<file path="src/rtl/efpga_mae_multi_if.sv">
// Operand/result bundle between eFPGA fabric routing and one MAE site.
// The fabric drives the master side and the MAE implements the slave side.
interface efpga_mae_multi_if #(
    parameter int unsigned INPUT_WIDTH  = 18,
    parameter int unsigned OUTPUT_WIDTH = 40
);
    logic                    in_valid;
    logic [2:0]              mode;
    logic                    signed_en;
    logic                    sat_en;
    logic                    acc_clr;
    logic [INPUT_WIDTH-1:0]  a;
    logic [INPUT_WIDTH-1:0]  b;
    logic [OUTPUT_WIDTH-1:0] c;
    logic                    out_valid;
    logic [OUTPUT_WIDTH-1:0] y;
    logic                    ovf;

    modport master (
        output in_valid, mode, signed_en, sat_en, acc_clr, a, b, c,
        input  out_valid, y, ovf
    );

    modport slave (
        input  in_valid, mode, signed_en, sat_en, acc_clr, a, b, c,
        output out_valid, y, ovf
    );
endinterface

</file>
<file path="src/rtl/efpga_mae_multi.sv">
// Mode-selectable multiply-accumulate element: optional input and product
// register stages in front of the result register, which doubles as accumulator.
module efpga_mae_multi #(
    parameter int unsigned INPUT_WIDTH  = 18,
    parameter int unsigned OUTPUT_WIDTH = 40,
    parameter int unsigned REG_IN       = 1,
    parameter int unsigned PIPE_MULT    = 1
) (
    input  logic             clk,
    input  logic             reset,
    efpga_mae_multi_if.slave bus
);
    localparam int unsigned IW = INPUT_WIDTH;
    localparam int unsigned OW = OUTPUT_WIDTH;
    localparam int unsigned PW = 2 * INPUT_WIDTH;
    localparam int unsigned EW = OUTPUT_WIDTH + 2;

    localparam logic [2:0] MODE_ADD       = 3'd0;
    localparam logic [2:0] MODE_MULT      = 3'd1;
    localparam logic [2:0] MODE_MULT_ADDC = 3'd2;
    localparam logic [2:0] MODE_ACC       = 3'd3;
    localparam logic [2:0] MODE_MACC      = 3'd4;

    localparam logic [OW-1:0] SMAX = {1'b0, {(OW - 1){1'b1}}};
    localparam logic [OW-1:0] SMIN = {1'b1, {(OW - 1){1'b0}}};

    typedef struct packed {
        logic          valid;
        logic [2:0]    mode;
        logic          signed_en;
        logic          sat_en;
        logic          acc_clr;
        logic [IW-1:0] a;
        logic [IW-1:0] b;
        logic [OW-1:0] c;
    } op_t;

    typedef struct packed {
        op_t           op;
        logic [PW-1:0] prod;
    } mul_op_t;

    op_t     in_d;
    op_t     in_s;
    mul_op_t mul_d;
    mul_op_t mul_s;

    logic [OW-1:0] y_q;
    logic          ovf_q;
    logic          out_valid_q;

    assign in_d = '{
        valid:     bus.in_valid,
        mode:      bus.mode,
        signed_en: bus.signed_en,
        sat_en:    bus.sat_en,
        acc_clr:   bus.acc_clr,
        a:         bus.a,
        b:         bus.b,
        c:         bus.c
    };

    // Optional input stage; controls travel with their operands
    generate
        if (REG_IN != 0) begin : g_in_reg
            op_t q;
            always_ff @(posedge clk) begin
                if (reset) begin
                    q <= '0;
                end else begin
                    q <= in_d;
                end
            end
            assign in_s = q;
        end else begin : g_in_comb
            assign in_s = in_d;
        end
    endgenerate

    // Operands extended to PW bits; low PW bits of the product are then exact
    // for both signed and unsigned operands, so one multiplier serves both.
    logic [PW-1:0] a_x;
    logic [PW-1:0] b_x;

    always_comb begin
        a_x        = {{(PW - IW){in_s.signed_en & in_s.a[IW-1]}}, in_s.a};
        b_x        = {{(PW - IW){in_s.signed_en & in_s.b[IW-1]}}, in_s.b};
        mul_d.op   = in_s;
        mul_d.prod = a_x * b_x;
    end

    // Optional product stage
    generate
        if (PIPE_MULT != 0) begin : g_mul_reg
            mul_op_t q;
            always_ff @(posedge clk) begin
                if (reset) begin
                    q <= '0;
                end else begin
                    q <= mul_d;
                end
            end
            assign mul_s = q;
        end else begin : g_mul_comb
            assign mul_s = mul_d;
        end
    endgenerate

    logic          sx;
    logic          known;
    logic [EW-1:0] a_e;
    logic [EW-1:0] b_e;
    logic [EW-1:0] p_e;
    logic [EW-1:0] c_e;
    logic [EW-1:0] y_e;
    logic [EW-1:0] term;
    logic [EW-1:0] base;
    logic [EW-1:0] r;
    logic [OW-1:0] res_d;
    logic          ovf_d;

    // Term/base selection, exact sum in EW bits, then range check and clamp
    always_comb begin
        sx    = mul_s.op.signed_en;
        a_e   = {{(EW - IW){sx & mul_s.op.a[IW-1]}}, mul_s.op.a};
        b_e   = {{(EW - IW){sx & mul_s.op.b[IW-1]}}, mul_s.op.b};
        p_e   = {{(EW - PW){sx & mul_s.prod[PW-1]}}, mul_s.prod};
        c_e   = {{2{sx & mul_s.op.c[OW-1]}}, mul_s.op.c};
        y_e   = {{2{sx & y_q[OW-1]}}, y_q};
        term  = '0;
        base  = '0;
        known = 1'b1;

        case (mul_s.op.mode)
            MODE_ADD: begin
                term = a_e;
                base = b_e;
            end
            MODE_MULT: begin
                term = p_e;
            end
            MODE_MULT_ADDC: begin
                term = p_e;
                base = c_e;
            end
            MODE_ACC: begin
                term = a_e;
                base = mul_s.op.acc_clr ? '0 : y_e;
            end
            MODE_MACC: begin
                term = p_e;
                base = mul_s.op.acc_clr ? '0 : y_e;
            end
            default: begin
                known = 1'b0;
            end
        endcase

        r = term + base;

        // Unsigned sums are never negative, so only the upper bound can be hit
        if (sx) begin
            ovf_d = (r[EW-1:OW-1] != {3{r[EW-1]}});
        end else begin
            ovf_d = |r[EW-1:OW];
        end

        res_d = r[OW-1:0];
        if (mul_s.op.sat_en && ovf_d) begin
            if (sx) begin
                res_d = r[EW-1] ? SMIN : SMAX;
            end else begin
                res_d = '1;
            end
        end

        if (!known) begin
            res_d = '0;
            ovf_d = 1'b0;
        end
    end

    // Result/accumulator register: y and ovf only move on a valid op
    always_ff @(posedge clk) begin
        if (reset) begin
            y_q         <= '0;
            ovf_q       <= 1'b0;
            out_valid_q <= 1'b0;
        end else begin
            out_valid_q <= mul_s.op.valid;
            if (mul_s.op.valid) begin
                y_q   <= res_d;
                ovf_q <= ovf_d;
            end
        end
    end

    assign bus.y         = y_q;
    assign bus.ovf       = ovf_q;
    assign bus.out_valid = out_valid_q;

endmodule
</file>
<file path="src/flat_wrapper.sv">
// flat-port wrapper written by rule: the top's interface ports become plain ports
module efpga_mae_multi_flat 
#(
    parameter int unsigned INPUT_WIDTH  = 18,
    parameter int unsigned OUTPUT_WIDTH = 40,
    parameter int unsigned REG_IN       = 1,
    parameter int unsigned PIPE_MULT    = 1
)
  (clk, reset, bus_in_valid, bus_mode, bus_signed_en, bus_sat_en, bus_acc_clr, bus_a, bus_b, bus_c, bus_out_valid, bus_y, bus_ovf);
  efpga_mae_multi_if #(.INPUT_WIDTH(INPUT_WIDTH), .OUTPUT_WIDTH(OUTPUT_WIDTH)) bus_i ();
  input  logic clk;
  input  logic reset;
  input wire logic [$bits(bus_i.in_valid)-1:0] bus_in_valid;
  input wire logic [$bits(bus_i.mode)-1:0] bus_mode;
  input wire logic [$bits(bus_i.signed_en)-1:0] bus_signed_en;
  input wire logic [$bits(bus_i.sat_en)-1:0] bus_sat_en;
  input wire logic [$bits(bus_i.acc_clr)-1:0] bus_acc_clr;
  input wire logic [$bits(bus_i.a)-1:0] bus_a;
  input wire logic [$bits(bus_i.b)-1:0] bus_b;
  input wire logic [$bits(bus_i.c)-1:0] bus_c;
  output wire logic [$bits(bus_i.out_valid)-1:0] bus_out_valid;
  output wire logic [$bits(bus_i.y)-1:0] bus_y;
  output wire logic [$bits(bus_i.ovf)-1:0] bus_ovf;
  assign bus_i.in_valid = bus_in_valid;
  assign bus_i.mode = bus_mode;
  assign bus_i.signed_en = bus_signed_en;
  assign bus_i.sat_en = bus_sat_en;
  assign bus_i.acc_clr = bus_acc_clr;
  assign bus_i.a = bus_a;
  assign bus_i.b = bus_b;
  assign bus_i.c = bus_c;
  assign bus_out_valid = bus_i.out_valid;
  assign bus_y = bus_i.y;
  assign bus_ovf = bus_i.ovf;
  efpga_mae_multi #(.INPUT_WIDTH(INPUT_WIDTH), .OUTPUT_WIDTH(OUTPUT_WIDTH), .REG_IN(REG_IN), .PIPE_MULT(PIPE_MULT)) u_core (.clk(clk), .reset(reset), .bus(bus_i));
endmodule
</file>
<file path="config.mk">
export PLATFORM = sky130hd
export DESIGN_NAME = efpga_mae_multi_flat
export DESIGN_NICKNAME = d
export VERILOG_FILES = /design/src/rtl/efpga_mae_multi_if.sv /design/src/rtl/efpga_mae_multi.sv /design/src/flat_wrapper.sv
export SDC_FILE = /design/constraint.sdc
export NUM_CORES = 1
export LEC_CHECK = 0
export ABC_AREA = 1
export BUFFER_PORTS_ARGS = -buffer_cell sky130_fd_sc_hd__buf_2
export CORE_MARGIN = 1.5
export CORE_UTILIZATION = 55
export DETAILED_ROUTE_END_ITERATION = 10
export GPL_TIMING_DRIVEN = 1
export PLACE_DENSITY_LB_ADDON = 0.05
export SYNTH_ARGS = -nofsm -noshare
export SYNTH_HDL_FRONTEND = slang
export SYNTH_SLANG_ARGS = --single-unit
</file>
<file path="constraint.sdc">
create_clock -name clk -period 12.2 [get_ports clk]
set_input_delay 2.44 -clock clk [delete_from_list [all_inputs] [get_ports clk]]
set_output_delay 2.44 -clock clk [all_outputs]
set_load 0.02 [all_outputs]
</file>
* Word-level counts from Yosys, hierarchy flattened
Cells that the tools add are included.
** Cells by class
- $add $sub $neg :: 1
- Multipliers :: 1
- Eq/ne operators :: 5
- Mux-type cells :: 10
- Bitwise logic cells :: 7
- Reductions and logical operators :: 7
** Operator list (count)
- 40-bit two-way mux :: 4
- 42-bit case mux with 3 select lines :: 1
- 42-bit case mux with 2 select lines :: 1
- 42-bit adder :: 1
- 42-bit two-way mux :: 1
- 19-bit by 19-bit multiplier with 36-bit output :: 1
- 1-bit bitwise AND :: 7
- 3-bit by 2-bit == test with 1-bit output (second input constant) :: 2
- 2-bit OR reduction :: 3
- 5-bit OR reduction :: 1
- 3-bit by 1-bit == test with 1-bit output (second input constant) :: 1
- 3-bit == test (second input constant) :: 1
- 3-bit logical NOT :: 1
- 1-bit two-way mux :: 3
- 3-bit OR reduction :: 1
- 2-bit inequality test :: 1
- 1-bit logical AND :: 1
** Word-level totals
- Register bits after elaboration :: 244
- Input port bits :: 85
- Output and inout port bits :: 42
- Logic and storage cells :: 51

* Logic depth before layout (Yosys ltp)
- Depth after elaboration :: 9
- Gate-level depth with buffers :: 33
- Mapped depth without buffers :: 31

* Worst setup path before layout
Ideal clock, no wire load.
- Kind :: reg-to-reg
- From :: reg u_core.g_in_reg.q, in the netlist u_core.b_x[4]
- To :: reg u_core.g_mul_reg.q[35] (netlist name)
- Library setup time :: 0.128 ns
- Arrival time :: 6.088 ns
- Required time :: 12.072 ns
- Slack :: 5.984 ns
- Cell stages (with the launch flop) :: 27
- Path buffers :: 2
- Period minus slack after synthesis :: 6.216 ns
- Path through :: dfxtp_1 clkbuf_1 buf_1 nand2_1 fa_1 inv_1 fa_1 inv_1 fa_1 inv_1 fa_1 fa_1 fa_1 inv_1 fa_1 inv_1 ha_1 nand2_1 nor2_1 inv_1 nor4_1 nand2_1 o211ai_1 a21oi_1 o21ai_0 xnor2_1 nor2_1
** Between the ends
- Cells in the longest elaborated chain, start to end :: 1
** RTL lines
- start: declaration :: RTL line efpga_mae_multi.sv:66 : op_t q;
- start signal: assignment :: RTL line efpga_mae_multi.sv:71 : q <= in_d;
- 19-bit by 19-bit multiplier with 36-bit output :: RTL line efpga_mae_multi.sv:89 : mul_d.prod = a_x * b_x;
- end signal: assignment :: RTL line efpga_mae_multi.sv:100 : q <= mul_d;
- end: declaration :: RTL line efpga_mae_multi.sv:95 : mul_op_t q;
No other way between the ends.
A chain may end at the register's enable or synchronous reset.

* Final worst setup path
- From :: reg u_core.g_in_reg.q, in the netlist u_core.a_x[17]
- To :: reg u_core.g_mul_reg.q[35] (netlist name)
** Between the ends
- Cells in the longest elaborated chain, start to end :: 2
** RTL lines
- 1-bit bitwise AND :: RTL line efpga_mae_multi.sv:86 : a_x = {{(PW - IW){in_s.signed_en & in_s.a[IW-1]}}, in_s.a};
- 19-bit by 19-bit multiplier with 36-bit output (*) :: RTL line efpga_mae_multi.sv:89
Every way passes the cells marked *; elsewhere a longest branch is shown, timed or not.

==> results.py <==
metrics = {
    "status": {
        "status": "finished clean",
    },
    "pwr": {
        "p_int_w": 0.00171,
        "switchingPower_w": 0.00109,
        "irDropWorstVdd_mv": 0.0961,
        "power_frac_clock_pct": 28.6,
        "p_per_area_mw_per_mm2": 105,
        "p_leak_nw": 14.9,
        "p_seq_share_pct": 32.4,
        "pwr-share-comb_pct": 39.0,
        "p_sw_share_pct": 39.0,
    },
    "global_routing": {
        "antenna_found_initial": 2,
        "track_usage_pct": 31.4,
        "overflow": 0,
        "grt_max_degree": 87,
        "grt_pass1_vias": 21500,
        "grt_first_pass_wirelength_um": 114000,
    },
    "final_layout": {
        "fillers": 4207,
        "final_common_cell": "inv_1",
        "areaGrowthSynthToFinish_pct": 7.89,
        "drive_gt1_share_pct": 7.47,
        "layout_common_cells": "inv_1 (823), nand2_1 (762), fa_1 (356)",
        "final_nets": 3895,
        "final_cell_count_no_fill": 3914,
        "fin_util_pct": 60.1,
    },
    "clock_tree": {
        "clock-sinks": 244,
        "cts_htree_levels": 1,
        "cts_resized": 0,
        "cts_tree": "yes",
        "cts-root-buf": "clkbuf_16",
        "cts_max_path_buffers": 3,
        "ctsHoldBuffers": 0,
        "clk_pin_slew_ns": 0.06,
        "cts_buffers": 28,
        "cts_setup_buffers": 0,
        "insertion_delay_ns": 0.58,
    },
    "synthesis": {
        "synth_cell_types": 50,
        "synthAdderAreaFrac_pct": 36.7,
        "synth_simple_gate_area_share_pct": 20.0,
        "synth_ff_type": "dfxtp_1",
        "synth_xor_area_share_pct": 1.89,
        "synth_warnings": 0,
        "synth-compound-area-share_pct": 6.62,
        "netlist_top_cells_area": "fa_1 (29%), dfxtp_1 (20%), inv_1 (13%)",
        "seq_area_frac_synth_pct": 19.9,
        "ys_ff_latch": 244,
        "synthMuxAreaShare_pct": 0,
        "syn_nets": 3840,
        "synth-edff-count": 0,
        "ys_async_sr_fraction_pct": 0,
        "synth.largest_area_cell": "fa_1",
        "synth.top_cell.area_share_pct": 29.0,
        "netlist_area_mm2": 0.0246,
        "avgSynthCellArea_um2": 7.56,
        "synth_top_family_by_area": "adder cells",
        "synth_cells": 3249,
    },
    "min_path": {
        "hp-start": "u_core.g_in_reg.q[12]",
        "hold_class": "reg -> reg",
        "whs_endpoint": "u_core.c_e[12]",
        "min_path_cells": 2,
    },
    "drt": {
        "wl_met2_um": 32700,
        "antenna_left": 0,
        "vias_per_cell": 5.14,
        "dr_wl_met3_um": 3820,
        "routedWlPerCell_um": 17.6,
        "drcViolationCount": 0,
        "top_layer_used": "met4",
        "dr.first_iter.drc_count": 1300,
        "drt_pass1_iterations": 6,
        "routed_wl_um": 69000,
        "vias": 20100,
        "wl_met1_um": 29800,
    },
    "sta": {
        "fin_crit_sh_pct": 58.6,
        "fin_worst_skew_ns": 0.0296,
        "tightest_slew_ns": 1.19,
        "fin_crit_ns": 7.15,
        "fin_tns_setup_ns": 0,
        "rsz0062_at_grt": "no",
        "hold_viol": 0,
        "slew_headroom_pct": 20.5,
        "maxSlewViolCount": 0,
        "max_freq_mhz": 140,
        "setup_viol": 0,
    },
    "place": {
        "dp_hpwl_um": 54800,
        "dp_cells": 3866,
        "port_buffers": 126,
        "gp_congestion": 0.955,
    },
    "critical_path": {
        "rr_worst_depth": 23,
        "reg2reg_slack_ns": 5.05,
        "path_cells": "buf_4, nand2_1, nor2_1, inv_1, fa_1, inv_1, fa_1, fa_1, fa_1, fa_1, fa_1, ha_1, ha_1, nand2_1, nor2_1, nand2_1, nor4_1, nand2_1, o211ai_1, a21oi_1, o21ai_0, xnor2_1, nor2_1",
        "max_stage_delay_ns": 0.80,
        "cpMostUsedCell": "fa_1",
        "critPathSlowestCell": "fa_1",
        "required_ns": 12.62,
        "path_class": "reg -> reg",
        "regToRegEndpoint": "u_core.g_mul_reg.q[35]",
        "crit_path_end_kind": "flip-flop",
        "path_max_fanout": 20,
        "r2r-start": "u_core.a_x[17]",
        "arrival_ns": 7.57,
        "start_kind": "flip-flop",
    },
    "die": {
        "ios": 127,
        "fp.coreArea_mm2": 0.0441,
        "die_w_um": 214,
        "chipHeight_um": 214,
        "rows": 77,
        "die-area_mm2": 0.0459,
        "initial_utilization_pct": 55.7,
    },
    "flow_run": {
        "maxCapViolCount": 0,
    },
}
==> worst max-delay path: cells and delay by family (launching register included) <==
family / cells / cell delay, ns
AND/OR/NAND/NOR: 8 / 1.29
XOR/XNOR: 1 / 0.15
AO/OA/AOI/OAI: 3 / 0.64
buffers and inverters: 3 / 0.48
flip-flops: 1 / 0.31
adder cells (fa/ha/maj): 8 / 4.15
==> registers in the layout, summed over array words and instances (netlist names) <==
signal,flops
u_core.g_in_reg.q,47
u_core.g_mul_reg.q,42
u_core.bus.y,40
u_core.c_e,40
u_core.a_e,18
u_core.a_x,18
u_core.b_e,18
u_core.b_x,18
u_core.bus.out_valid,1
u_core.bus.ovf,1
u_core.sx,1
==> worst max path at each step <==
stage	startpoint	end	cells past startpoint	slack [ns]
after floorplan	u_core.b_x[4]	u_core.g_mul_reg.q[35]	26	5.98
after global placement	u_core.a_x[17]	u_core.g_mul_reg.q[35]	23	5.29
after detailed placement	u_core.a_x[17]	u_core.g_mul_reg.q[35]	23	5.16
after CTS	u_core.a_x[17]	u_core.g_mul_reg.q[35]	23	5.12
after global routing	u_core.a_x[17]	u_core.g_mul_reg.q[35]	23	4.52
final	u_core.a_x[17]	u_core.g_mul_reg.q[35]	23	5.05
==> power by group through the flow <==
| stage | registers, W | clock network [W] | logic, W |
|---|---|---|---|
| floorplan | 0.000901 | 0 | 0.000782 |
| global placement | 0.000921 | 0 | 0.00107 |
| detailed placement | 0.000921 | 0 | 0.00108 |
| CTS | 0.000905 | 0.000818 | 0.00109 |
| global route | 0.000911 | 0.000847 | 0.00125 |
| finish | 0.000906 | 0.000799 | 0.00109 |
==> cell type report <==
cell class,count,area [µm²],area share (%)
Antenna cell,1,2.50,0.00944
Clock buffer,37,785,2.96
Multi-Input combinational cell,2044,16000,60.5
Inverter,827,3100,11.7
Clock inverter,10,75.1,0.283
Sequential cell,244,4880,18.4
Timing Repair Buffer,159,885,3.34
Tap cell,592,741,2.80
==> Yosys cell counts, types with 12 or more instances <==
library cell and instances:
o21ai_0 52, buf_1 18, nand2_2 12, ha_1 150, a22o_1 18, a21oi_1 135, nor2_1 283, xor2_1 24
clkbuf_1 103, nand3_1 101, o21bai_1 15, xnor2_1 29, nand2_1 762, inv_1 823, nand4_1 12, dfxtp_1 244
fa_1 356, nand3_2 12
==> layer usage <==
| metal | global-route usage, % | up-vias |
|---|---|---|
| met5 | 0 | - |
| met1 | 41.7 | 9746 |
| met4 | 10.9 | 0 |
| li1 | - | 9584 |
| met3 | 3.35 | 149 |
| met2 | 53.7 | 631 |
==> stage by stage <==
step | power [W] | hold slack, ns | worst slack [ns] | area, µm²
after global routing | 0.00301 | 0.418 | 4.52 | 26500
final | 0.00280 | 0.397 | 5.05 | 26500
after global placement | 0.00199 | 0.389 | 5.29 | 25600
after floorplan | 0.00168 | 0.388 | 5.98 | 24600
after detailed placement | 0.00200 | 0.392 | 5.16 | 25600
after CTS | 0.00281 | 0.400 | 5.12 | 26500
==> kinds of logic after synthesis <==
group	Yosys count
AO/OA/AOI/OAI	277
XOR/XNOR	53
adder cells (fa/ha/maj)	506
flip-flops	244
buffers and inverters	961
AND/OR/NAND/NOR	1208
Note: power is estimated with default switching activity, not from simulation.
